<file path="config.mk">
export PLATFORM = sky130hd
export DESIGN_NAME = fetch_unit
export DESIGN_NICKNAME = d
export VERILOG_FILES = /design/src/rtl/cpu_types_pkg.sv /design/src/rtl/next_pc_calc.sv /design/src/rtl/fetch_unit.sv
export SDC_FILE = /design/constraint.sdc
export NUM_CORES = 1
export LEC_CHECK = 0
export BUFFER_PORTS_ARGS = -buffer_cell sky130_fd_sc_hd__buf_2
export CAP_MARGIN = 20
export CORE_MARGIN = 2
export CORE_UTILIZATION = 30
export DETAILED_ROUTE_END_ITERATION = 8
export PLACE_DENSITY_LB_ADDON = 0.12
export SETUP_SLACK_MARGIN = 0.15
export SYNTH_ARGS = -nofsm -noshare
export SYNTH_HDL_FRONTEND = slang
export SYNTH_HIERARCHICAL = 1
export SYNTH_SLANG_ARGS = --single-unit
</file>
<file path="constraint.sdc">
create_clock -name CLK -period 9.95 [get_ports CLK]
set_input_delay 0.4975 -clock CLK [delete_from_list [all_inputs] [get_ports CLK]]
set_output_delay 0.4975 -clock CLK [all_outputs]
set_load 0.005 [all_outputs]
</file>
<file path="src/rtl/cpu_types_pkg.sv">
// ---------------------------------------------------------------------------
// cpu_types_pkg
// Shared CPU types: word type, immediate width, next-PC select encoding and
// fetch-stage FSM states.
// ---------------------------------------------------------------------------
package cpu_types_pkg;

    localparam int WORD_W = 32;
    localparam int IMM_W  = 16;

    typedef logic [WORD_W-1:0] word_t;

    // Next-PC select driven by the control unit. Codes 4..7 fall back to PC+4.
    typedef enum logic [2:0] {
        PC_SEQ    = 3'd0,
        PC_BRANCH = 3'd1,
        PC_JUMP   = 3'd2,
        PC_JR     = 3'd3
    } pcsrc_t;

    typedef enum logic [1:0] {
        FETCH = 2'd0,
        EXEC  = 2'd1,
        DWAIT = 2'd2,
        HALT  = 2'd3
    } fetch_state_t;

endpackage

</file>
<file path="src/rtl/next_pc_calc.sv">
// ---------------------------------------------------------------------------
// next_pc_calc
// Pure combinational next-PC selection for the fetch stage.
// Ports:
//   pc_plus4   in  32  PC+4 of the executing instruction
//   jaddr      in  26  jump index field of the instruction register
//   pcsrc      in  3   next-PC select (pcsrc_t encoding)
//   br_taken   in  1   branch condition from the datapath
//   imm        in  16  branch word offset
//   jr_target  in  32  register value for JR
//   next_pc    out 32  selected next PC
// All additions wrap modulo 2^32.
// ---------------------------------------------------------------------------
module next_pc_calc
    import cpu_types_pkg::*;
(
    input  word_t             pc_plus4,
    input  logic [25:0]       jaddr,
    input  logic [2:0]        pcsrc,
    input  logic              br_taken,
    input  logic [IMM_W-1:0]  imm,
    input  word_t             jr_target,
    output word_t             next_pc
);

    word_t w_br_offset;
    word_t w_br_target;

    // Sign-extended word offset, scaled to bytes.
    assign w_br_offset = {{14{imm[IMM_W-1]}}, imm, 2'b00};
    assign w_br_target = pc_plus4 + w_br_offset;

    always_comb begin
        next_pc = pc_plus4;
        case (pcsrc)
            PC_SEQ:    next_pc = pc_plus4;
            PC_BRANCH: next_pc = br_taken ? w_br_target : pc_plus4;
            PC_JUMP:   next_pc = {pc_plus4[31:28], jaddr, 2'b00};
            // Low two bits cleared so a misaligned register value still
            // lands on a word boundary.
            PC_JR:     next_pc = jr_target & 32'hFFFF_FFFC;
            default:   next_pc = pc_plus4;
        endcase
    end

endmodule

</file>
<file path="src/rtl/fetch_unit.sv">
// ---------------------------------------------------------------------------
// fetch_unit
// Instruction-fetch stage: owns the PC, requests words from the icache,
// latches them into the instruction register feeding the control unit, waits
// out data accesses and parks on HALT until reset.
// Ports:
//   CLK        in  1   clock, all state on posedge
//   nRST       in  1   synchronous active-low reset
//   ihit       in  1   icache word valid (used only in FETCH)
//   iload      in  32  icache word
//   dhit       in  1   data access complete (used only in EXEC/DWAIT)
//   dREN/dWEN  in  1   executing instruction reads/writes memory
//   halt       in  1   executing instruction is HALT
//   PCSrc      in  3   next-PC select
//   br_taken   in  1   branch condition
//   imm        in  16  branch offset
//   jr_target  in  32  JR target register value
//   iREN       out 1   icache read request
//   iaddr      out 32  icache address (= PC)
//   imemload   out 32  instruction register
//   instr_vld  out 1   instruction register holds an executing instruction
//   pc_plus4   out 32  PC+4 (JAL link value)
//   halted     out 1   processor stopped
//   dbg_state  out 2   current FSM state (fetch_state_t encoding)
// Handshake: a fetch completes on the first posedge in FETCH with ihit=1; a
// data access completes on the first posedge in EXEC/DWAIT with dhit=1. The
// request lines (iREN, dREN/dWEN) stay asserted until then; there is no
// back-pressure beyond that.
// ---------------------------------------------------------------------------
module fetch_unit
    import cpu_types_pkg::*;
#(
    parameter word_t PC_INIT = 32'h0000_0000
)
(
    input  logic        CLK,
    input  logic        nRST,
    input  logic        ihit,
    input  logic [31:0] iload,
    input  logic        dhit,
    input  logic        dREN,
    input  logic        dWEN,
    input  logic        halt,
    input  logic [2:0]  PCSrc,
    input  logic        br_taken,
    input  logic [15:0] imm,
    input  logic [31:0] jr_target,
    output logic        iREN,
    output logic [31:0] iaddr,
    output logic [31:0] imemload,
    output logic        instr_vld,
    output logic [31:0] pc_plus4,
    output logic        halted,
    output logic [1:0]  dbg_state
);

    fetch_state_t r_state;
    word_t        r_pc;
    word_t        r_ir;
    word_t        w_pc_plus4;
    word_t        w_next_pc;
    logic         w_mem_op;

    assign w_pc_plus4 = r_pc + 32'd4;
    assign w_mem_op   = dREN | dWEN;

    next_pc_calc u_next_pc (
        .pc_plus4  (w_pc_plus4),
        .jaddr     (r_ir[25:0]),
        .pcsrc     (PCSrc),
        .br_taken  (br_taken),
        .imm       (imm),
        .jr_target (jr_target),
        .next_pc   (w_next_pc)
    );

    always_ff @(posedge CLK) begin
        if (!nRST) begin
            r_state <= FETCH;
            r_pc    <= PC_INIT;
            r_ir    <= '0;
        end else begin
            case (r_state)
                FETCH: begin
                    if (ihit) begin
                        r_ir    <= iload;
                        r_state <= EXEC;
                    end
                end
                EXEC: begin
                    // HALT takes priority over any pending data access.
                    if (halt) begin
                        r_state <= HALT;
                    end else if (w_mem_op && !dhit) begin
                        r_state <= DWAIT;
                    end else begin
                        r_pc    <= w_next_pc;
                        r_state <= FETCH;
                    end
                end
                DWAIT: begin
                    if (dhit) begin
                        r_pc    <= w_next_pc;
                        r_state <= FETCH;
                    end
                end
                HALT: begin
                    r_state <= HALT;
                end
                default: begin
                    r_state <= FETCH;
                end
            endcase
        end
    end

    always_comb begin
        iREN      = 1'b0;
        instr_vld = 1'b0;
        halted    = 1'b0;
        case (r_state)
            FETCH:   iREN      = 1'b1;
            EXEC:    instr_vld = 1'b1;
            DWAIT:   instr_vld = 1'b1;
            HALT:    halted    = 1'b1;
            default: iREN      = 1'b0;
        endcase
        iaddr     = r_pc;
        imemload  = r_ir;
        pc_plus4  = w_pc_plus4;
        dbg_state = r_state;
    end

endmodule

</file>
==> results.toml <==
[outcome]
status = "complete, no violations"

[global_route]
grt_max_degree = 67
grt_pass1_wl_mm = 34.8
track_usage_pct = 20.4
grt_overflow = 0
antenna_found_initial = 0
grt_pass1_vias = 6131

[cells_and_area]
diodes = 0
final_nets = 1122
utilization_pct = 38.0
drive_above_1_share_pct = 23.3
final_common_cell = "buf_2"
final_area_um2 = 7430
syn2layout_area_growth_pct = 23.6
layout_common_cells = "189 x buf_2, 142 x nand2_1, 78 x a21oi_1, 66 x o21ai_0, 66 x dfxtp_1"

[worst_hold_path]
worstHoldPathType = "primary input to flop"

[floorplan]
rows = 51
num_io_pins = 192
initial_core_util_pct = 30.8
die_height_um = 146
die-area_um2 = 21200
die_w_um = 146
coreArea_um2 = 19500

[route]
avgRoutedWirePerCell_um = 17.8
drc = 0
wl_mm = 22.5
antenna_left = 0
drt_iter0_markers = 403
vias = 6503
via_per_inst = 5.14
detail_route.first_pass.iterations = 6

[timing]
slew_viol_final = 0
fin_ws_ns = 5.50
clock_skew_ns = 0.00610
finalHoldViolations = 0
fmax_mhz = 225
rsz0062_at_grt = "no"
fin_tns_setup_ns = 0
worst_pin_slew_ns = 0.939
slew_headroom_pct = 37.1
period_share_pct = 44.7
period_needed_ns = 4.45
finalSetupViolations = 0

[synth]
ys.flop_type = "dfxtp_1"
synthTopCellsByArea = "dfxtp_1 22%, nand2_1 8.9%, ha_1 7.3%"
syn_inst = 844
syn_nets = 971
synth_area_per_cell_um2 = 7.12
seq_area_frac_synth_pct = 22.0
yosysTopAreaCell = "dfxtp_1"
synth-async-reset-ratio_pct = 0
synth.distinct_cells = 64
synth_edf_count = 0
ys_ff_latch = 66
synth_top_area_share_pct = 22.0
yosys_warnings = 6
synth_area_um2 = 6010

[clocking]
cts_tree = "built"
clkSlewWorstSetupHoldPaths_ns = 0.06
cts_hold_buf = 0
h-tree-depth = 3
cts_root_buf = "clkbuf_16"
cts_resized = 0
clockBufferDepth = 2
cts_made_buffers = 9
cts.sinks = 66
cts_setup_buffers = 0
insertion_delay_ns = 0.33

[setup_path]
crit_fanout = 6
critPathKind = "flop to flop"
r2r_cells = 16
critical_path.endpoint = "iaddr[31]"
endpoint_kind = "flop"
r2r-end = "iaddr[31]"
reg2reg_from = "iaddr[2]"
worstSetupStartpoint = "iaddr[2]"
critPathRequiredTime_ns = 10.22
crit_arrival_ns = 4.72
start_kind = "flop"
reg2reg_slack_ns = 5.50

[place]
place_congestion = 0.860
pre_cts_slack_ns = 5.52
dp_hpwl_mm = 16.8
port_buffers = 189
placed_area_um2 = 7090

[power_and_ir_drop]
combPwrFrac_pct = 26.6
switching_share_pct = 32.7
power_frac_seq_pct = 33.6
vdd_drop_max_v = 0.0000775
netSwitchingPower_uw = 289
leakage_nw = 3.44
power_frac_clock_pct = 39.8
power.density_nw_per_um2 = 119
intPower_uw = 593

[run]
cap_violations = 0
critical path: stages, from the launching register on:
cell and delay, ns:
dfxtp_1 0.41, ha_1 0.23, nand4_1 0.30, nor2_1 0.37, nand3_1 0.14, xnor2_1 0.44, ha_1 0.39, a21oi_1 0.18
o21ai_0 0.17, or3_4 0.45, a31o_4 0.27, a31o_1 0.18, xor2_1 0.23, a211oi_2 0.11, a311oi_1 0.25, o21ai_0 0.12
a21boi_1 0.14
final cells by class:
| type | instances | area [um2] |
|---|---|---|
| repair buffers | 197 | 1010 |
| inverters | 16 | 60.1 |
| clock buffers | 9 | 225 |
| flip-flops and latches | 66 | 1320 |
| multi-input cells | 705 | 4380 |
| fillers | 2184 | 12100 |
| well taps | 265 | 332 |
| clock inverters | 7 | 93.8 |
how the worst min path moves through the flow:
stage	from	end	slack, ns	depth (start not counted)
finish	iload[10]	imemload[10]	0.41	3
global route	iload[21]	imemload[21]	0.41	3
CTS	iload[10]	imemload[10]	0.39	3
detailed placement	imemload[27]	imemload[27]	0.46	2
global placement	imemload[29]	imemload[29]	0.45	2
floorplan	imemload[26]	imemload[26]	0.46	2
metal layers:
| metal | vias to the layer above | part of all wire (%) | global-route usage [%] |
|---|---|---|---|
| li1 | 3294 | - | - |
| met1 | 3001 | 49 | 29.6 |
| met2 | 191 | 44 | 31.2 |
| met3 | 17 | 6.2 | 4.29 |
| met4 | 0 | 1.2 | 4.41 |
| met5 | - | 0 | 0 |
power by group through the flow:
stage                     Combinational (mW)  Clock, mW  Sequential [mW]
after detailed placement               0.232          0            0.302
after global routing                   0.261      0.367            0.298
after global placement                 0.233          0            0.302
after floorplan                        0.145          0            0.300
after CTS                              0.234      0.357            0.296
final                                  0.234      0.351            0.296
cells in the mapped netlist, types with 7 or more instances:
| cell type | count |
|---|---|
| xnor2_1 | 37 |
| inv_1 | 16 |
| dfxtp_1 | 66 |
| a21boi_1 | 30 |
| nand3_1 | 50 |
| a21oi_1 | 78 |
| nor3_1 | 7 |
| xor2_1 | 17 |
| a21o_1 | 19 |
| nand2_1 | 142 |
| ha_1 | 35 |
| and3_1 | 7 |
| nand2b_1 | 12 |
| clkbuf_1 | 40 |
| o21ai_0 | 66 |
| nand4_1 | 14 |
| nor2_1 | 56 |
| a21boi_0 | 35 |
| a211oi_1 | 9 |
sequential cells by signal, summed over array words and instances (netlist names):
signal and count:
dbg_state 2, iaddr 32, imemload 32
per-stage QoR:
step | instances | power, mW | hold slack [ns]
2_1_floorplan | 844 | 0.445 | 0.460
3_3_place_gp | 1248 | 0.534 | 0.452
3_5_place_dp | 1248 | 0.534 | 0.459
4_1_cts | 1264 | 0.887 | 0.393
5_1_grt | 1265 | 0.926 | 0.413
6_report | 1265 | 0.881 | 0.407
kinds of logic after synthesis:
family,after synthesis,synth area share (%)
adder cells (fa/ha/maj),36,7.62
multiplexers,5,0.833
flip-flops,66,22.0
AND/OR/NAND/NOR,321,25.5
AO/OA/AOI/OAI,289,31.0
XOR/XNOR,54,7.87
buffers and inverters,73,5.21
Power figures use the tool's default switching activity.
